`src/rtl/uart_cmd_decoder.sv`:
```
// uart_cmd_decoder: turns bytes from a UART receiver into switch toggles,
// timed button pulses and a clear-all command, with ack/err status pulses.
//
// Byte handshake: new_data is a level with no back-pressure. A byte is taken
// on the clk edge where new_data is 1 and was 0 at the previous edge; holding
// new_data high never repeats the command. ascii_code must be stable while
// new_data is high. new_data_q resets to 1, so a new_data level that is
// already high when reset releases is ignored until it falls and rises again.
`timescale 1ns/1ps
module uart_cmd_decoder #(
   parameter int N_SWITCHES   = 12,
   parameter int N_BUTTONS    = 4,
   parameter int SW_BASE      = 33,
   parameter int BTN_BASE     = SW_BASE + N_SWITCHES,
   parameter int PULSE_CYCLES = 1000,
   parameter int CLR_CODE     = 126
) (
   input  logic                  clk,
   input  logic                  reset,
   input  logic                  new_data,
   input  logic [7:0]            ascii_code,
   output logic [N_SWITCHES-1:0] switches,
   output logic [N_BUTTONS-1:0]  buttons,
   output logic                  cmd_ack,
   output logic                  cmd_err
);

   localparam int CW       = $clog2(PULSE_CYCLES + 1);
   localparam int SW_LAST  = SW_BASE + N_SWITCHES - 1;
   localparam int BTN_LAST = BTN_BASE + N_BUTTONS - 1;
   localparam logic [CW-1:0] CNT_LOAD = CW'(PULSE_CYCLES);
   localparam logic [CW-1:0] CNT_ONE  = CW'(1);

   // Reject parameter sets whose code ranges collide or leave the byte space.
   if (N_SWITCHES < 1 || N_SWITCHES > 64) begin : g_bad_n_switches
      $error("uart_cmd_decoder: N_SWITCHES must be 1..64");
   end
   if (N_BUTTONS < 1 || N_BUTTONS > 16) begin : g_bad_n_buttons
      $error("uart_cmd_decoder: N_BUTTONS must be 1..16");
   end
   if (PULSE_CYCLES < 1) begin : g_bad_pulse
      $error("uart_cmd_decoder: PULSE_CYCLES must be >= 1");
   end
   if (SW_BASE < 0 || SW_LAST > 255 || BTN_BASE < 0 || BTN_LAST > 255) begin : g_bad_range
      $error("uart_cmd_decoder: switch/button codes must lie in 0..255");
   end
   if (SW_BASE <= BTN_LAST && BTN_BASE <= SW_LAST) begin : g_overlap
      $error("uart_cmd_decoder: switch and button code ranges overlap");
   end
   if ((CLR_CODE >= SW_BASE && CLR_CODE <= SW_LAST) ||
       (CLR_CODE >= BTN_BASE && CLR_CODE <= BTN_LAST)) begin : g_clr_clash
      $error("uart_cmd_decoder: CLR_CODE falls inside a switch/button range");
   end

   logic                  new_data_q;
   logic                  accept;
   int                    code_i;
   logic [N_SWITCHES-1:0] sw_hit;
   logic [N_BUTTONS-1:0]  btn_hit;
   logic                  clr_hit;
   logic                  known;
   logic [CW-1:0]         cnt [N_BUTTONS];

   assign accept = new_data & ~new_data_q;
   assign code_i = {24'd0, ascii_code};

   // Decode the received byte into one-hot switch/button hits and clear.
   always_comb begin
      sw_hit  = '0;
      btn_hit = '0;
      for (int i = 0; i < N_SWITCHES; i++) begin
         sw_hit[i] = (code_i == SW_BASE + i);
      end
      for (int j = 0; j < N_BUTTONS; j++) begin
         btn_hit[j] = (code_i == BTN_BASE + j);
      end
      clr_hit = (code_i == CLR_CODE);
      known   = (|sw_hit) | (|btn_hit) | clr_hit;
   end

   // Previous new_data level for rising-edge detection.
   always_ff @(posedge clk or posedge reset) begin
      if (reset) new_data_q <= 1'b1;
      else       new_data_q <= new_data;
   end

   // Toggle the addressed switch, or clear every switch.
   always_ff @(posedge clk or posedge reset) begin
      if (reset)                  switches <= '0;
      else if (accept && clr_hit) switches <= '0;
      else if (accept)            switches <= switches ^ sw_hit;
   end

   // Per-button down-counters: load on press, drop the output when they expire.
   always_ff @(posedge clk or posedge reset) begin
      if (reset) begin
         buttons <= '0;
         for (int j = 0; j < N_BUTTONS; j++) cnt[j] <= '0;
      end else begin
         for (int j = 0; j < N_BUTTONS; j++) begin
            if (accept && clr_hit) begin
               cnt[j]     <= '0;
               buttons[j] <= 1'b0;
            end else if (accept && btn_hit[j]) begin
               cnt[j]     <= CNT_LOAD;
               buttons[j] <= 1'b1;
            end else if (cnt[j] == CNT_ONE) begin
               cnt[j]     <= '0;
               buttons[j] <= 1'b0;
            end else if (cnt[j] != '0) begin
               cnt[j]     <= cnt[j] - CNT_ONE;
            end
         end
      end
   end

   // One-cycle status pulse following every accepted byte.
   always_ff @(posedge clk or posedge reset) begin
      if (reset) begin
         cmd_ack <= 1'b0;
         cmd_err <= 1'b0;
      end else begin
         cmd_ack <= accept & known;
         cmd_err <= accept & ~known;
      end
   end

endmodule

```
`config.mk`:
```
export PLATFORM = sky130hd
export DESIGN_NAME = uart_cmd_decoder
export DESIGN_NICKNAME = d
export VERILOG_FILES = /design/src/rtl/uart_cmd_decoder.sv
export SDC_FILE = /design/constraint.sdc
export NUM_CORES = 1
export LEC_CHECK = 0
export ABC_CLOCK_PERIOD_IN_PS = 2200
export CORE_MARGIN = 2
export CORE_UTILIZATION = 30
export DETAILED_ROUTE_END_ITERATION = 10
export SYNTH_ARGS = -nofsm -noshare
export SYNTH_HDL_FRONTEND = slang
export SYNTH_SLANG_ARGS = --single-unit
```
`constraint.sdc`:
```
create_clock -name clk -period 2.2 [get_ports clk]
set_input_delay 0.44 -clock clk [delete_from_list [all_inputs] [get_ports clk]]
set_output_delay 0.44 -clock clk [all_outputs]
set_load 0.05 [all_outputs]
```
# ---- Word-level counts from Yosys, hierarchy flattened
# Cells that the tools add are included.
dict set report word_totals {
  register_bits 59
  output_inout_bits 18
  in_bits 11
  elab_cells 95
}
dict set report op_classes {
  reduce_logical 20
  bitwise 8
  n_mux 30
  add_sub_neg 4
  eq_ne 21
}
# operator count
set ops {}
lappend ops {{2-to-1 mux 10 bit} 16}
lappend ops {{== test 8 x 7 -> 1 bit, second input constant} 16}
lappend ops {{== test 10 x 1 -> 1 bit, second input constant} 4}
lappend ops {{nonzero test 10 bit} 4}
lappend ops {{subtractor 10 x 1 -> 10 bit, second input constant} 4}
lappend ops {{2-to-1 mux 12 bit} 2}
lappend ops {{nonzero test 4 bit} 4}
lappend ops {{2-to-1 mux 1 bit} 12}
lappend ops {{nonzero test 3 bit} 4}
lappend ops {{OR reduction 12 bit} 1}
lappend ops {{XOR 12 bit} 1}
lappend ops {{== test 8 bit, second input constant} 1}
lappend ops {{logical AND 1 bit} 5}
lappend ops {{OR reduction 4 bit} 1}
lappend ops {{AND 1 bit} 3}
lappend ops {{inverter 1 bit} 2}
lappend ops {{OR 1 bit} 2}
lappend ops {{nonzero test 2 bit} 1}

# ---- Longest topological paths before layout
dict set report depth {
  word_depth 6
  ltp_mapped 6
  mapped_depth_nobuf 6
}

# ---- Least setup slack after synthesis
# OpenSTA, ideal clock, no wires.
dict set report synth_path {
  kind {register to register}
  start {reg cnt[20] in the netlist's numbering}
  end {reg cnt[21] in the netlist's numbering}
  slack_ns 0.327
  period_less_slack_ns 1.873
  required_time_ns 2.078
  path_buffers 0
  setup_time_ns 0.122
  path_stages_with_launch 7
  arrival_ns 1.751
  path_cell_list {dfrtp_1 inv_1 ha_1 or4b_4 or4b_4 nor2_1 a211oi_2}
}
dict set report synth_between {
  elab_chain_cells 5
  word_cells_on_any_way 8
  cone_classes {1 x add/sub; 1 x eq/ne; 4 x mux; 2 x reduce/logical}
}
# element line
set synth_rtl {}
lappend synth_rtl {{start: declaration} 62} ;# logic [CW-1:0] cnt [N_BUTTONS];
lappend synth_rtl {{start signal: indexed assignment} 111} ;# cnt[j] <= cnt[j] - CNT_ONE;
lappend synth_rtl {{subtractor 10 x 1 -> 10 bit} 111}
lappend synth_rtl {{2-to-1 mux 10 bit} 110} ;# end else if (cnt[j] != '0) begin
lappend synth_rtl {{2-to-1 mux 10 bit} 107} ;# end else if (cnt[j] == CNT_ONE) begin
lappend synth_rtl {{2-to-1 mux 10 bit} 104} ;# end else if (accept && btn_hit[j]) begin
lappend synth_rtl {{2-to-1 mux 10 bit} 101} ;# if (accept && clr_hit) begin
# Several ways; a longest one is shown, not always the timed one. The select of a mux whose other input is x is not followed.
# A chain may end at the register's enable or synchronous reset.

# ---- Worst setup path in the final report
dict set report layout_path {
  start {reg cnt[10] in the netlist's numbering}
  end {reg cnt[16] in the netlist's numbering}
}
# Same word-level chain as after synthesis.

==> results.cfg <==
[yosys]
synth_seq_cells = 59
synthTopCellsByCount = 58 x dfrtp_1, 35 x nor2_1, 23 x nand2_1
synth_nets = 367
synth_top_area_share_pct = 44.0
syn_area_um2 = 3300
yosysTopAreaCell = dfrtp_1
ys_seq_area_share_pct = 44.8
synth_cell_types = 51
synth_most_common_cell = dfrtp_1
ys.flop_type = dfrtp_1
synth_area_leaders = dfrtp_1 44%, xor2_1 5.8%, ha_1 4.6%, nor2_1 4.0%, nand3_1 3.3%
synth_edf_count = 0
synthArstFlopShare_pct = 100
synthCells = 344
yosysWarnings = 0
synth_area_per_cell_um2 = 9.59

[power]
p_int_uw = 2730
total_power_uw = 4460
pwr-share-clk_pct = 19.7
power_density_nw_per_um2 = 1080
switching_share_pct = 38.8
seq_power_share_pct = 43.2
combPwrFrac_pct = 37.2
vdd_drop_max_mv = 0.528
switchingPower_uw = 1730
p_leak_uw = 0.00177

[die]
design.core.area_um2 = 10800
fp.dieH_um = 109
rows = 38
io_pins = 29
die-area_um2 = 11800
die_x_um = 109
start_util_pct = 30.6

[final_layout]
fin_nets = 428
area_delta_synth_final_pct = 25.4
drive_above_1_share_pct = 13.4
n_antenna_cell = 0
fin_area_um2 = 4140
post_layout_nonfiller_instances = 550

[sta]
skew_ns = 0.00880
setup_viol_count_final = 0
timing.hold.ws_ns = 0.475
fin_tns_setup_ns = 0
hold_viol_final = 0
tightest_slew_ns = 0.638
rsz0062_at_grt = false
maxSlewHeadroom_pct = 57.2
finalCritPeriodShare_pct = 90.9
maxSlewViolCount = 0
fmax_ghz = 0.500
period_minus_slack_ns = 2.00

[routing]
vias_per_cell = 5.12
drt-total-wl_um = 7670
ant_nets = 0
vias = 2816
wire_per_inst_um = 13.9
drtPass1Iterations = 4
drtIter0Drc = 108
drc = 0

[grt]
gr-total-overflow = 0
grt_pass1_vias = 2787
grt_first_pass_wirelength_um = 13100
antenna_found_initial = 0
grt_max_degree = 60
grt.total_usage_pct = 14.0

[min_path]
hold_class = primary input to asynchronous set/reset pin

[critical_path]
reg2reg_setup_slack_ns = 0.20
endpoint_kind = flop
path_class = flop to flop
cp_data_arrival_time_ns = 2.25
required_ns = 2.45
worstPathMaxFanout = 7
startpoint_type = flop

[placed_design]
placedCellCount = 534
place_area_um2 = 3960
gp_congestion = 0.806
hpwlAfterDp_um = 5480
portBuffers = 28

[clocking]
cts_tree = yes
clock_tree.root_cell = clkbuf_8
clk_latency_ns = 0.34
ctsResizeCount = 0
ctsHoldBuffers = 0
cts_buffer_depth = 2
cts.clk_slew.worst_paths_ns = 0.07
clock-sinks = 59
cts_max_level = 3
numCtsBuffers = 9
post-cts-setup-buffer-count = 0

[run_status]
outcome = finished clean

[flow_run]
cap_violations = 0
==> worst max-delay path, stage by stage (launching register included) <==
cell	delay, ns
dfrtp_1	0.45
inv_1	0.11
ha_1	0.23
or3b_2	0.48
or3_1	0.33
xor2_1	0.15
o21ai_0	0.16
==> worst paths after layout <==
kind	endpoint	depth (start not counted)	from
worst max-delay path	cnt[16]	6	cnt[10]
worst min-delay path	cnt[22]	3	reset
worst max register to register	cnt[16]	6	cnt[10]
worst min register to register	buttons[0]	2	buttons[0]
max in group asynchronous	new_data_q	3	reset
min in group clk	buttons[0]	2	buttons[0]
==> per-stage QoR <==
stage / setup WS (ns) / utilization, %
floorplan: 0.305 / -
global placement: -0.0109 / 36.7
detailed placement: -0.0683 / 36.7
CTS: 0.164 / 38.3
global route: 0.0432 / 38.3
finish: 0.200 / 38.3
==> cells by family after synthesis <==
logic type,Yosys count,share of synthesized area [%]
AO/OA/AOI/OAI,67,12.9
XOR/XNOR,29,7.70
adder cells (fa/ha/maj),12,4.55
buffers and inverters,18,2.12
flip-flops,59,44.8
multiplexers,1,0.304
AND/OR/NAND/NOR,158,27.7
==> flip-flops by register name, summed over array words and instances (netlist names) <==
register,cells
new_data_q,1
switches,12
cmd_ack,1
buttons,4
cmd_err,1
cnt,40
==> cell type report <==
| type | count | area, µm² |
|---|---|---|
| Fill cell | 1082 | 6660 |
| Inverter | 12 | 45.0 |
| Clock buffer | 14 | 163 |
| Timing Repair Buffer | 56 | 515 |
| Tap cell | 140 | 175 |
| Clock inverter | 2 | 10.0 |
| Multi-Input combinational cell | 267 | 1750 |
| Sequential cell | 59 | 1480 |
==> cells in the final DEF (no fill, tap or decap), drive strengths merged, types with 2 or more instances in the layout <==
| cell | n |
|---|---|
| nand3 | 22 |
| nor3 | 11 |
| nor3b | 2 |
| a31oi | 9 |
| or3 | 5 |
| or4b | 5 |
| nand3b | 3 |
| nor2 | 35 |
| o21bai | 2 |
| xnor2 | 7 |
| o31ai | 2 |
| nor4b | 2 |
| xor2 | 22 |
| nand2 | 23 |
| a211oi | 10 |
| a21oi | 16 |
| nor4bb | 2 |
| and4b | 2 |
| nand4 | 7 |
| o21ai | 18 |
| clkinv | 2 |
| nor4 | 10 |
| clkbuf | 14 |
| or4 | 5 |
| or3b | 3 |
| inv | 12 |
| buf | 28 |
| and3 | 2 |
| o211ai | 2 |
| clkdlybuf4s50 | 28 |
| nand2b | 6 |
| nand4b | 5 |
| dfrtp | 58 |
| nor2b | 4 |
| ha | 12 |
==> power by group through the flow <==
| stage | Combinational, µW | Clock [µW] | Sequential [µW] |
|---|---|---|---|
| after floorplan | 1190 | 0 | 1910 |
| after global placement | 1600 | 0 | 1920 |
| after detailed placement | 1650 | 0 | 1940 |
| after CTS | 1660 | 915 | 1920 |
| after global routing | 1860 | 955 | 2000 |
| final | 1660 | 876 | 1920 |
==> per-layer routing <==
metal | global-route usage [%] | up-vias | wire [µm]
met5 | 0 | - | 0
met4 | 5.04 | 0 | 77
met3 | 3.71 | 8 | 266
met2 | 22.3 | 50 | 3620
met1 | 18.3 | 1370 | 3710
li1 | - | 1388 | -
Note: power is estimated with default switching activity, not from simulation.
